### config.mk
export PLATFORM = sky130hd
export DESIGN_NAME = misc_writeback_arbiter
export DESIGN_NICKNAME = d
export VERILOG_FILES = /design/src/rtl/misc_writeback_arbiter.sv
export SDC_FILE = /design/constraint.sdc
export NUM_CORES = 1
export LEC_CHECK = 0
export CAP_MARGIN = 20
export CORE_MARGIN = 5
export CORE_UTILIZATION = 40
export DETAILED_ROUTE_END_ITERATION = 10
export HOLD_SLACK_MARGIN = 0.02
export SYNTH_ARGS = -nofsm -noshare
export SYNTH_HDL_FRONTEND = slang
export SYNTH_SLANG_ARGS = --single-unit
### constraint.sdc
create_clock -name clk -period 5.65 [get_ports clk]
set_input_delay 1.13 -clock clk [delete_from_list [all_inputs] [get_ports clk]]
set_output_delay 1.13 -clock clk [all_outputs]
set_load 0.02 [all_outputs]
### src/rtl/misc_writeback_arbiter.sv
`default_nettype none
// ============================================================================
// Module   : misc_writeback_arbiter
// Brief    : Three per-requester write FIFOs (rs232c, keyboard, sd) merged
//            round-robin onto a single registered misc register-file write port.
// Revision : 1.0 - initial release
// ============================================================================
module misc_writeback_arbiter #(
    parameter int DEPTH = 2
) (
    input  logic        clk,
    input  logic        reset,
    input  logic [2:0]  req_enable,
    input  logic [4:0]  req_addr_rs,
    input  logic [4:0]  req_addr_kb,
    input  logic [4:0]  req_addr_sd,
    input  logic [31:0] req_data_rs,
    input  logic [31:0] req_data_kb,
    input  logic [31:0] req_data_sd,
    input  logic        req_float_rs,
    input  logic        req_float_kb,
    input  logic        req_float_sd,
    output logic        write_enable_misc,
    output logic [4:0]  write_addr_misc,
    output logic [31:0] write_data_misc,
    output logic        write_float_misc,
    output logic [2:0]  req_full,
    output logic [2:0]  overflow,
    output logic        busy
);

    localparam int c_ptr_w = (DEPTH > 1) ? $clog2(DEPTH) : 1;
    localparam int c_cnt_w = c_ptr_w + 1;
    localparam logic [c_cnt_w-1:0] c_full_cnt = c_cnt_w'(DEPTH);

    // Entry layout: {addr[4:0], float, data[31:0]}
    logic [2:0][37:0] w_req_entry;
    logic [2:0][37:0] w_head;
    logic [2:0]       w_nonempty;
    logic             w_grant_valid;
    logic [1:0]       w_grant_idx;
    logic [1:0]       w_start;

    logic [1:0]       r_last_grant;
    logic             r_wr_en;
    logic [4:0]       r_wr_addr;
    logic [31:0]      r_wr_data;
    logic             r_wr_float;

    assign w_req_entry[0] = {req_addr_rs, req_float_rs, req_data_rs};
    assign w_req_entry[1] = {req_addr_kb, req_float_kb, req_data_kb};
    assign w_req_entry[2] = {req_addr_sd, req_float_sd, req_data_sd};

    for (genvar gi = 0; gi < 3; gi++) begin : g_fifo
        logic [37:0]        r_mem [DEPTH];
        logic [c_ptr_w-1:0] r_wr_ptr;
        logic [c_ptr_w-1:0] r_rd_ptr;
        logic [c_cnt_w-1:0] r_count;
        logic               r_overflow;
        logic               w_full;
        logic               w_pop;
        logic               w_push;
        logic               w_drop;

        // Full is taken from the stored count only; a same-cycle pop frees a slot
        // for the push but does not clear the flag.
        assign w_full = (r_count == c_full_cnt);
        assign w_pop  = w_grant_valid && (w_grant_idx == 2'(gi));
        assign w_push = req_enable[gi] && (!w_full || w_pop);
        assign w_drop = req_enable[gi] && w_full && !w_pop;

        always_ff @(posedge clk) begin
            if (w_push) begin
                r_mem[r_wr_ptr] <= w_req_entry[gi];
            end
        end

        always_ff @(posedge clk) begin
            if (!reset) begin
                r_wr_ptr   <= '0;
                r_rd_ptr   <= '0;
                r_count    <= '0;
                r_overflow <= 1'b0;
            end else begin
                if (w_push) begin
                    r_wr_ptr <= r_wr_ptr + c_ptr_w'(1);
                end
                if (w_pop) begin
                    r_rd_ptr <= r_rd_ptr + c_ptr_w'(1);
                end
                case ({w_push, w_pop})
                    2'b10:   r_count <= r_count + c_cnt_w'(1);
                    2'b01:   r_count <= r_count - c_cnt_w'(1);
                    default: r_count <= r_count;
                endcase
                if (w_drop) begin
                    r_overflow <= 1'b1;
                end
            end
        end

        assign w_nonempty[gi] = (r_count != '0);
        assign w_head[gi]     = r_mem[r_rd_ptr];
        assign req_full[gi]   = w_full;
        assign overflow[gi]   = r_overflow;
    end

    assign w_start = (r_last_grant == 2'd2) ? 2'd0 : r_last_grant + 2'd1;

    // Arbitration looks only at stored counts, so a fresh push waits a cycle.
    always_comb begin
        logic [1:0] w_scan;
        w_grant_valid = 1'b0;
        w_grant_idx   = 2'd0;
        w_scan        = w_start;
        for (int k = 0; k < 3; k++) begin
            if (!w_grant_valid && w_nonempty[w_scan]) begin
                w_grant_valid = 1'b1;
                w_grant_idx   = w_scan;
            end
            w_scan = (w_scan == 2'd2) ? 2'd0 : w_scan + 2'd1;
        end
    end

    always_ff @(posedge clk) begin
        if (!reset) begin
            r_last_grant <= 2'd2;
            r_wr_en      <= 1'b0;
            r_wr_addr    <= '0;
            r_wr_data    <= '0;
            r_wr_float   <= 1'b0;
        end else begin
            r_wr_en <= w_grant_valid;
            if (w_grant_valid) begin
                r_last_grant <= w_grant_idx;
                {r_wr_addr, r_wr_float, r_wr_data} <= w_head[w_grant_idx];
            end else begin
                r_wr_addr  <= '0;
                r_wr_data  <= '0;
                r_wr_float <= 1'b0;
            end
        end
    end

    assign write_enable_misc = r_wr_en;
    assign write_addr_misc   = r_wr_addr;
    assign write_data_misc   = r_wr_data;
    assign write_float_misc  = r_wr_float;
    assign busy              = (|w_nonempty) | r_wr_en;

endmodule
`default_nettype wire

==> summary.md <==
| Metric | Value |
|---|---|
| Later-pin clock latency in the skew report | `550 ps` |
| Top cells by area, synth | `edfxtp_1 62%, dfxtp_1 11%, mux2_2 7.7%, mux2i_1 3.6%, o32ai_2 2.9%` |
| Port-buffer cells | `164` |
| Delay of the slowest critical-path stage | `580 ps` |
| Pwr dens | `427 nW/um^2` |
| Residual DRC | `0` |
| Total number of vias | `6345` |
| Routed vias/inst | `5.04` |
| Slew Viols, Final | `0` |
| Worst-path clk slew | `60 ps` |
| Clock root buffer | `clkbuf_16` |
| Share of cells above drive strength 1 | `19.2%` |
| Starting DRT DRC Count | `367` |
| Setup TNS | `0 ps` |
| Vias in the first global route | `6458` |
| CP Max Fanout | `10` |
| Final Util | `51.1%` |
| Yosys top cell by area | `edfxtp_1` |
| Status | `finished, final reports clean` |
| Global placement routability congestion | `0.716` |
| Hold Violations, Final | `0` |
| Worst-Margin Slew | `1040 ps` |
| DR pass1 iterations | `5` |
| MaxCap Viol Count | `0` |
| Yosys cell types | `48` |
| Startpoint of the worst register-to-register path | `g_fifo[1].r_count[0]` |
| Crit start category | `flop` |
| Fmax | `303 MHz` |
| Crit end category | `output port` |
| Final Power | `6.03 mW` |
| Leakage | `4.68 nW` |
| Post-route ant nets | `0` |
| FILL cells | `2385` |
| Chip height | `177 um` |
| Wirelength per Cell | `20.5 um` |
| Mapped Area | `11100 um^2` |
| Asr flop ratio synth | `0%` |
| Yosys reg bits | `287` |
| Area Growth Syn to Fin | `27.1%` |
| Setup slack, reg-to-reg | `2980 ps` |
| Post-CTS resize count | `0` |
| GR Overflow Total | `0` |
| Seq pwr share | `45.2%` |
| Final HPWL DP | `16.0 mm` |
| Postcts setup bufs | `0` |
| Count leader, synth | `edfxtp_1` |
| Synth warnings | `0` |
| Initial antenna violation count | `1` |
| H-tree depth | `1` |
| Critical Path RT | `4520 ps` |
| Num rows | `61` |
| Die width | `177 um` |
| Pin count of the biggest net entering global routing | `79` |
| Post-synthesis cell count | `699` |
| Crit-path slowest cell | `clkdlybuf4s50_1` |
| Mean Syn Cell Area | `15.9 um^2` |
| Area of the die | `31200 um^2` |
| Starting Density | `40.2%` |
| Sw power | `1.72 mW` |
| CP Buf/Inv Count | `1` |
| Post-layout net count | `976` |
| Fin crit share | `58.4%` |
| Hold buffers post-CTS | `0` |
| Combinational power share | `23.6%` |
| Core area | `27600 um^2` |
| Post-synth top flop | `edfxtp_1` |
| Final setup vio count | `0` |
| Post-Syn Nets | `819` |
| CTS tree | `yes` |
| Int Power | `4.31 mW` |
| Seq/Total Area, Yosys | `72.2%` |
| Most common library cells after synthesis | `228 x edfxtp_1, 76 x mux2_2, 59 x dfxtp_1` |
| Reg2reg path depth | `5` |
| Hold path cells | `1` |
| First-pass GRT wire length | `39.1 mm` |
| Crit-path cells | `nor2_1 > nand4b_1 > clkdlybuf4s50_1` |
| Arrival time at the worst endpoint | `2170 ps` |
| Hold Startpoint | `g_fifo[1].r_overflow` |
| Area occupied by registers | `8030 um^2` |
| Multi-input gate area | `2820 um^2` |
| Number of synthesized flops with an enable pin | `228` |
| Reg2reg end | `write_data_misc[9]` |
| Sink Count | `287` |
| Top Ports | `165` |
| Slew margin rel. | `30.5%` |
| Clk buf depth | `3` |
| Hold Crit Class | `reg2reg` |
| CTS buffer count | `31` |
| RSZ-0062 raised after global routing | `no` |
| WS Path Type | `reg2out` |
| Post-Route WL | `25.8 mm` |
| Worst path top cell family by delay | `simple AND/OR/NAND/NOR gates` |
| Top-area cell type share of the netlist area | `61.6%` |
| Total track usage | `16.4%` |
| Part of the power in the clock network | `31.2%` |
| Clk_skew | `10.6 ps` |
| Sw Share | `28.6%` |
| Hold Path End | `g_fifo[1].r_overflow` |
| Min Tclk post-route | `3300 ps` |
| Max IR drop VDD | `256 uV` |
## routing by layer
metal,share of wire (%),vias up,wire [um],track usage (%)
met5,0,-,0,0
met4,1.9,0,503,4.03
met3,4.7,39,1220,2.97
met2,51,148,13200,27.9
met1,42,3150,10900,21.9
li1,-,3008,-,-
## logic make-up after synthesis
family | synth area share, %
DFF | 72.2
muxes | 11.3
AOI/OAI and AO/OA | 9.98
buffers and inverters | 2.94
adders and majority gates | 0.113
xor gates and xnor gates | 0.394
and+or+nand+nor | 3.03
## how the worst max path moves through the flow
stage	slack [ps]	to	depth (start not counted)	startpoint
after global routing	2150	busy	3	g_fifo[1].r_count[0]
after global placement	2240	g_fifo[1].r_mem[0][13]	4	req_enable[1]
after floorplan	1160	g_fifo[0].r_mem[1][0]	2	req_enable[0]
after detailed placement	2200	write_data_misc[29]	6	reset
after CTS	2300	busy	3	g_fifo[1].r_count[0]
final	2350	busy	3	g_fifo[1].r_count[0]
## worst reg2reg max path, delay by kind of cell, from the launching register on
kind / cells / cell delay, ps
and+or+nand+nor: 2 / 1470
DFF: 1 / 510
AOI/OAI and AO/OA: 2 / 340
buffers and inverters: 1 / 280
## power groups by stage
| stage | registers [mW] | clock network [mW] | logic [mW] |
|---|---|---|---|
| 3_5_place_dp | 2.79 | 0 | 1.42 |
| 6_report | 2.73 | 1.89 | 1.42 |
| 2_1_floorplan | 2.79 | 0 | 0.827 |
| 5_1_grt | 2.76 | 2.03 | 1.55 |
| 4_1_cts | 2.75 | 1.94 | 1.43 |
| 3_3_place_gp | 2.79 | 0 | 1.40 |
## through the flow
step | hold WS [ps] | instances | worst slack [ps] | area (um^2)
2_1_floorplan | 438 | 699 | 1160 | 11100
3_3_place_gp | 447 | 1197 | 2240 | 13100
3_5_place_dp | 458 | 1200 | 2200 | 13100
4_1_cts | 472 | 1258 | 2300 | 14100
5_1_grt | 498 | 1260 | 2150 | 14100
6_report | 464 | 1260 | 2350 | 14100
## cells in the final DEF, fill, tap and decap left out, types with 2 or more instances in the layout
master	n
edfxtp_1	228
clkdlybuf4s50_1	164
mux2_2	76
dfxtp_1	56
a21oi_1	50
nand2_1	45
o21ai_0	43
mux2i_1	40
clkbuf_16	31
o32ai_2	20
o32ai_1	18
clkbuf_1	12
inv_1	10
nor2_1	10
buf_4	8
clkinv_2	7
nor2_4	4
or3_1	4
xnor2_1	3
dfxtp_2	3
clkbuf_8	3
buf_16	3
o21bai_1	2
nor2b_1	2
a21o_1	2
xor2_1	2
nand4_1	2
a31oi_1	2
clkinv_1	2
## final cells by class
cell class	instances	area share, %
Clock inverter	12	0.629
Tap cell	378	3.35
Inverter	11	0.292
Antenna cell	1	0.0177
Timing Repair Buffer	176	12.8
Clock buffer	46	6.10
Multi-Input combinational cell	349	20.0
Sequential cell	287	56.9
## registers in the layout (all words and copies together) (netlist names), 2 cells and up, named ones only
signal             count
g_fifo.r_count         6
g_fifo.r_wr_ptr        3
g_fifo.r_overflow      3
g_fifo.r_mem         228
write_addr_misc        5
g_fifo.r_rd_ptr        3
write_data_misc       32
r_last_grant           2
Power figures use the tool's default switching activity.
